**config.mk**
```make
export PLATFORM = sky130hd
export DESIGN_NAME = seq_mult16
export DESIGN_NICKNAME = d
export VERILOG_FILES = /design/src/rtl/seq_mult16.sv
export SDC_FILE = /design/constraint.sdc
export NUM_CORES = 1
export LEC_CHECK = 0
export CAP_MARGIN = 15
export CELL_PAD_IN_SITES_DETAIL_PLACEMENT = 1
export CELL_PAD_IN_SITES_GLOBAL_PLACEMENT = 1
export CORE_MARGIN = 1.5
export CORE_UTILIZATION = 43
export CTS_BUF_LIST = sky130_fd_sc_hd__clkbuf_2 sky130_fd_sc_hd__clkbuf_4 sky130_fd_sc_hd__clkbuf_8
export DETAILED_ROUTE_END_ITERATION = 7
export GPL_TIMING_DRIVEN = 0
export PLACE_DENSITY_LB_ADDON = 0.1
export RECOVER_POWER = 50
export SLEW_MARGIN = 20
export SYNTH_ARGS = -nofsm -noshare
export SYNTH_HDL_FRONTEND = slang
export SYNTH_SLANG_ARGS = --single-unit
```
**constraint.sdc**
```tcl
create_clock -name clk -period 6.1 [get_ports clk]
set_clock_uncertainty 0.15 [all_clocks]
set_input_delay 1.22 -clock clk [delete_from_list [all_inputs] [get_ports clk]]
set_output_delay 1.22 -clock clk [all_outputs]
set_load 0.03 [all_outputs]
```
**src/rtl/seq_mult16.sv**
```systemverilog
// seq_mult16: sequential shift-add unsigned multiplier with Start/Busy/Done handshake
// Ports: clk, rst_n (sync, active-low), Start, A/B operands in, P product out,
//        Busy high while running, Done one-cycle pulse when P is valid.
// Optional: define EARLY_TERM_EN to finish as soon as the remaining multiplier bits are zero.
module seq_mult16 #(
  parameter int WIDTH = 16
) (
  input  logic               clk,
  input  logic               rst_n,
  input  logic               Start,
  input  logic [WIDTH-1:0]   A,
  input  logic [WIDTH-1:0]   B,
  output logic [2*WIDTH-1:0] P,
  output logic               Busy,
  output logic               Done
);
  localparam int PW = 2 * WIDTH;
  localparam int NS = PW / 16;
  localparam int CW = $clog2(WIDTH) + 1;
  typedef enum logic [1:0] {IDLE, RUN, DONE} state_t;
  state_t state;
  logic [PW-1:0] mc;
  logic [WIDTH-1:0] mq;
  logic [CW-1:0] cnt;
  logic [PW-1:0] sum;
  // 16-bit adder with 4-bit lookahead groups; returns {carry_out, sum}
  function automatic logic [16:0] cla16(input logic [15:0] a, input logic [15:0] b, input logic ci);
    logic [15:0] g, p;
    logic [16:0] c;
    logic [3:0] gg, gp;
    logic [4:0] gc;
    g = a & b;
    p = a ^ b;
    for (int k = 0; k < 4; k++) begin
      gg[k] = g[4*k+3] | p[4*k+3] & (g[4*k+2] | p[4*k+2] & (g[4*k+1] | p[4*k+1] & g[4*k]));
      gp[k] = &p[4*k+:4];
    end
    gc[0] = ci;
    for (int k = 0; k < 4; k++) gc[k+1] = gg[k] | gp[k] & gc[k];
    for (int k = 0; k < 4; k++) begin
      c[4*k] = gc[k];
      for (int j = 1; j < 4; j++) c[4*k+j] = g[4*k+j-1] | p[4*k+j-1] & c[4*k+j-1];
    end
    c[16] = gc[4];
    return {c[16], p ^ c[15:0]};
  endfunction
  // Chains the 16-bit slices; the final carry is dropped since a 16x16 product never overflows
  function automatic logic [PW-1:0] addw(input logic [PW-1:0] a, input logic [PW-1:0] b);
    logic [PW-1:0] s;
    logic [16:0] r;
    logic cy;
    s = '0;
    cy = 1'b0;
    for (int k = 0; k < NS; k++) begin
      r = cla16(a[16*k+:16], b[16*k+:16], cy);
      s[16*k+:16] = r[15:0];
      cy = r[16];
    end
    return s;
  endfunction
  always_comb sum = addw(P, mc);
  always_ff @(posedge clk) begin
    if (!rst_n) begin
      state <= IDLE;
      P <= '0;
      mc <= '0;
      mq <= '0;
      cnt <= '0;
      Busy <= 1'b0;
      Done <= 1'b0;
    end else begin
      Done <= 1'b0;
      if (state != RUN) begin
        if (Start) begin
          mc <= {{WIDTH{1'b0}}, A};
          mq <= B;
          P <= '0;
          cnt <= '0;
          state <= RUN;
          Busy <= 1'b1;
        end else begin
          state <= IDLE;
        end
      end
`ifdef EARLY_TERM_EN
      else if (mq == '0) begin
        state <= DONE;
        Busy <= 1'b0;
        Done <= 1'b1;
      end
`endif
      else begin
        if (mq[0]) P <= sum;
        mc <= mc << 1;
        mq <= mq >> 1;
        cnt <= cnt + 1'b1;
        if (cnt == CW'(WIDTH - 1)) begin
          state <= DONE;
          Busy <= 1'b0;
          Done <= 1'b1;
        end
      end
    end
  end
endmodule

```
* Yosys cells after proc, flatten, opt, wreduce, memory -nomap -nowiden
Index checks and enable logic that the tools add are counted.
** Cells by class
- $add $sub $neg :: 1
- Eq/ne operators :: 3
- Mux-type cells :: 16
- Bitwise logic cells :: 103
- Reductions and logical operators :: 12
** Operator list (count)
- 2-to-1 mux 32 bit :: 5
- bitwise XOR 16 bit :: 4
- AND 1 bit :: 48
- OR 1 bit :: 48
- 2-to-1 mux 15 bit :: 2
- AND reduction 4 bit :: 6
- AND 16 bit :: 1
- AND 15 bit :: 1
- 2-to-1 mux 5 bit :: 2
- AND reduction 2 bit :: 3
- adder 5 x 1 -> 5 bit, second input constant :: 1
- equality test 5 x 4 -> 1 bit, second input constant :: 1
- 2-to-1 mux 1 bit :: 5
- 2-to-1 mux 2 bit :: 2
- nonzero test 2 bit :: 2
- inequality test 2 x 1 -> 1 bit, second input constant :: 1
- inequality test 2 bit, second input constant :: 1
- OR reduction 2 bit :: 1
- NOT 1 bit :: 1
** Storage, ports and cells
- Output and inout bits :: 34
- Input port bits :: 35
- Flip-flop bits (word level) :: 89
- Word-level logic and storage cells :: 144

* Longest topological paths before layout
- Depth in word-level cells :: 28
- Depth in mapped cells :: 17

* Worst setup path after synthesis
OpenSTA, ideal clock, no wires.
- Path type :: reg-to-reg
- Start point :: register P[0]
- End point :: register P[31]
- Path buffers :: 0
- Arrival time :: 4.305 ns
- Required time :: 5.824 ns
- Period minus slack after synthesis :: 4.580 ns
- Cell stages (with the launch flop) :: 18
- Setup slack :: 1.520 ns
- Path through :: dfxtp_1 > ha_1 > inv_1 > fa_1 > fa_1 > fa_1 > and4b_1 > a211o_1 > a21oi_2 > o311ai_1 > a31oi_1 > fa_1 > fa_1 > fa_1 > xnor2_1 > a21oi_1 > o21ai_0 > a21boi_0
** Between the ends
- Word-level cells in the longest chain between the ends :: 28
** RTL lines
- start, declared :: line 13 : output logic [2*WIDTH-1:0] P,
- start signal, assigned :: line 93 : if (mq[0]) P <= sum;
- AND 16 bit :: line 32 : g = a & b;
- AND 1 bit :: line 35 : gg[k] = g[4*k+3] | p[4*k+3] & (g[4*k+2] | p[4*k+2] & (g[4*k+1] | p[4*k+1] & g[4*k]));
- OR 1 bit :: line 35
- AND 1 bit :: line 35
- OR 1 bit :: line 35
- AND 1 bit :: line 35
- OR 1 bit :: line 35
- AND 1 bit :: line 39 : for (int k = 0; k < 4; k++) gc[k+1] = gg[k] | gp[k] & gc[k];
- (+12 left out)
- OR 1 bit :: line 42 : for (int j = 1; j < 4; j++) c[4*k+j] = g[4*k+j-1] | p[4*k+j-1] & c[4*k+j-1];
- AND 1 bit :: line 42
- OR 1 bit :: line 42
- AND 1 bit :: line 42
- OR 1 bit :: line 42
- bitwise XOR 16 bit :: line 45 : return {c[16], p ^ c[15:0]};
- 2-to-1 mux 32 bit :: line 93
- 2-to-1 mux 32 bit :: line 73 : if (state != RUN) begin
Every way passes these cells. The select of a mux whose other input is x is not followed.
A chain may end at the register's enable or synchronous reset.

* Final worst setup path
Ends and elaborated chain as after synthesis.

==> impl_metrics.csv <==
group,metric,value,unit
placed_design,dpl.hpwl,10160,um
clocking,clkTransAtPathRegs,0.09,ns
floorplanning,core_area,11030,um2
timing,rsz0062_at_grt,"false",
global_route,grt.met2_usage,41.75,%
critical_path,crit_type,"flop to flop",
pwr,leakage,2.331,nW
global_route,grt_usage,24.01,%
clocking,cts_hold_buf,0,
route,post_drt_wl_per_cell,17.67,um
critical_path,r2r_cells,17,
yosys,ys_types,42,
placed_design,place_ws,1.158,ns
route,ant_nets,0,
floorplanning,initial_core_util,44.82,%
yosys,synth-seq-area-share,36.04,%
yosys,synth_area_leaders,"dfxtp_1, fa_1, ha_1, nand2_1, nor2b_1",
pwr,pwr-share-comb,14.3,%
final_layout,synthToLayoutAreaGrowth,19.64,%
clocking,cts_tree,"done",
route,drt_iter0_drc,162,
yosys,async_flop_share,0,%
yosys,synth.avg_cell_area,8.956,um2
clocking,clock-sinks,89,
route,post-route-drc-count,0,
critical_path,crit_top_cell,"fa_1",
timing,final-hold-violation-count,0,
yosys,yosysWarningCount,0,
final_layout,finish.instance_area,5914,um2
critical_path,cp.required,6.22,ns
pwr,total_power,1.155,mW
pwr,irDropWorstVdd,0.1121,mV
critical_path,crit_path_start_kind,"flop",
global_route,grt_antenna_before_repair,0,
pwr,powerDensity,195.3,nW/um2
pwr,pwr-share-clk,32.5,%
route,viasPerCell,5.348,
run,maxCapViolations,0,
pwr,seqPwrFrac,53.3,%
clocking,clk_latency,0.38,ns
final_layout,fin_util,53.62,%
route,drt-total-wl,13620,um
clocking,cts_buffers,9,
pwr,p_int,0.8348,mW
route,vias,4123,
critical_path,crit_buf_inv,1,
yosys,syn-cell-area,4943,um2
critical_path,reg2reg_to,"P[31]$_SDFFE_PN0P_",
yosys,ys.flop_type,"dfxtp_1",
placed_design,io_buffers,66,
yosys,yosysTopAreaCell,"dfxtp_1",
critical_path,cp.depth,17,
placed_design,globalplace.congestion,0.8103,
critical_path,reg2reg_slack,1.13,ns
yosys,syn_inst,552,
critical_path,end_kind,"flop",
global_route,grtUsageMet1,29.31,%
placed_design,placedCellCount,758,
yosys,synth_edf_count,0,
global_route,top_usage_layer,"met2",
critical_path,startpoint,"P[0]$_SDFFE_PN0P_",
global_route,grt_pass1_vias,4320,
clocking,cts-resized-gates,0,
critical_path,arrival,5.09,ns
timing,tightest_slew,0.9563,ns
final_layout,drive_gt1_share,4.913,%
floorplanning,rows,38,
timing,period_needed,4.971,ns
timing,relSlewSlack,36.25,%
floorplanning,die_x,110.2,um
worst_hold_path,hold_depth,2,
global_route,grt_max_degree,13,
timing,setup_viol,0,
pwr,swShare,27.73,%
timing,fin_ws,1.129,ns
timing,max_freq,201.2,MHz
critical_path,r2r-start,"P[0]$_SDFFE_PN0P_",
final_layout,layout.nets,715,
global_route,grt_pass1_wl,21560,um
clocking,cts.path.max_buffers,2,
critical_path,slowest_stage,"o311ai_1",
yosys,syn_nets,638,
timing,finalSetupTns,0,ns
clocking,cts-htree-levels,3,
yosys,synth_seq_cells,89,
floorplanning,die_area,12150,um2
floorplanning,die_h,110.2,um
yosys,yosys.area.top_type_share,36.04,%
critical_path,cp_top_family,"adder cells",
placed_design,place_area,5779,um2
critical_path,path_cells,"ha_1 > inv_1 > fa_1 > fa_1 > fa_1 > and4b_1 > a211o_1 > a21oi_2 > o311ai_1 > a31oi_1 > fa_1 > fa_1 > fa_1 > xnor2_1 > a21oi_1 > o21ai_0 > a21boi_0",
pwr,p_sw,0.3204,mW
critical_path,worstPathMaxFanout,4,
critical_path,slowest_delay,0.44,ns
route,firstDrtPassIters,4,
timing,hold_ws,0.3365,ns
global_route,grt_overflow,0,
critical_path,critPathCapture,"P[31]$_SDFFE_PN0P_",
timing,post-route-period-util,81.50,%
timing,finalMaxSlewViolations,0,
clocking,cts_setup_buffers,0,
final_layout,antenna_cells,0,
clocking,cts-root-buf,"clkbuf_8",
global_route,met3_usage,3.586,%
final_layout,stdcell_count,771,
worst_hold_path,hold_path.class,"flop to flop",
floorplanning,io_pins,69,
status,status,"finished, final reports clean",
==> final cells by class <==
cell class              count  area (um2)
well taps                 140       175.2
fillers                  1324        5116
multi-input cells         376        2795
inverters                  53       198.9
flip-flops and latches     89        1782
plain buffers              34       145.1
clock inverters             1       5.005
repair buffers             66       660.6
clock buffers              12       152.6
==> placed cells by master, fill, tap and decap left out, drive strengths merged, types with 5 or more instances in the layout <==
| master | n |
|---|---|
| inv | 53 |
| clkbuf | 34 |
| clkdlybuf4s50 | 66 |
| and2 | 5 |
| mux2i | 20 |
| nor2 | 31 |
| a21boi | 18 |
| buf | 12 |
| o211ai | 12 |
| a21oi | 39 |
| xnor2 | 7 |
| or3 | 13 |
| nor2b | 34 |
| ha | 27 |
| and3 | 15 |
| o21ai | 9 |
| a22oi | 9 |
| dfxtp | 89 |
| fa | 24 |
| nand2 | 70 |
| o211a | 18 |
| nand3b | 5 |
==> worst min-delay path by stage <==
stage                              startpoint             endpoint  slack (ns)
after floorplan           mc[29]$_SDFFE_PN0P_  mc[30]$_SDFFE_PN0P_        0.29
after global placement    mc[30]$_SDFFE_PN0P_  mc[31]$_SDFFE_PN0P_        0.31
after detailed placement  mc[28]$_SDFFE_PN0P_  mc[29]$_SDFFE_PN0P_        0.33
after CTS                 mc[28]$_SDFFE_PN0P_  mc[29]$_SDFFE_PN0P_        0.34
after global routing      mc[28]$_SDFFE_PN0P_  mc[29]$_SDFFE_PN0P_        0.37
final                     mc[28]$_SDFFE_PN0P_  mc[29]$_SDFFE_PN0P_        0.34
==> power by group through the flow <==
| stage | sequential [mW] | combinational [mW] | clock, mW |
|---|---|---|---|
| 3_5_place_dp | 0.629 | 0.168 | 0 |
| 3_3_place_gp | 0.627 | 0.162 | 0 |
| 4_1_cts | 0.615 | 0.169 | 0.386 |
| 5_1_grt | 0.618 | 0.182 | 0.406 |
| 6_report | 0.615 | 0.165 | 0.375 |
| 2_1_floorplan | 0.628 | 0.101 | 0 |
==> registers in the layout (all words and copies together), names as in the netlist <==
signal  cells
Done        1
cnt         5
P          32
state       2
Busy        1
mq         16
mc         32
==> logic make-up after synthesis <==
family                   Yosys count  synth area share (%)
adder cells (fa/ha/maj)           51                 16.55
buffers and inverters             87                 7.188
AND/OR/NAND/NOR                  185                 18.96
multiplexers                      20                 4.050
AO/OA/AOI/OAI                    113                 15.97
XOR/XNOR                           7                 1.240
flip-flops                        89                 36.04
==> cells in the mapped netlist, types with 5 or more instances <==
| cell | count |
|---|---|
| nor2b_1 | 33 |
| dfxtp_1 | 89 |
| or3_1 | 13 |
| fa_1 | 24 |
| mux2i_1 | 20 |
| xnor2_1 | 7 |
| a22oi_1 | 9 |
| nor2_1 | 31 |
| a21oi_1 | 37 |
| and3_1 | 15 |
| nand3b_1 | 5 |
| buf_2 | 14 |
| a21boi_0 | 18 |
| inv_1 | 53 |
| nand2_1 | 70 |
| clkbuf_1 | 17 |
| o211a_1 | 18 |
| ha_1 | 27 |
| o211ai_1 | 12 |
| o21ai_0 | 9 |
==> tightest hold or removal path, stage by stage (launching register included) <==
cell and delay (ns):
dfxtp_1 0.32, nand2_1 0.05, a21boi_0 0.07
==> layer usage <==
layer  wire length, um  vias up
li1                  -     1998
met5                 0        -
met3               490       22
met2              6699       94
met1              6095     2009
met4               335        0
No activity file was read; power rests on OpenSTA's default activity.
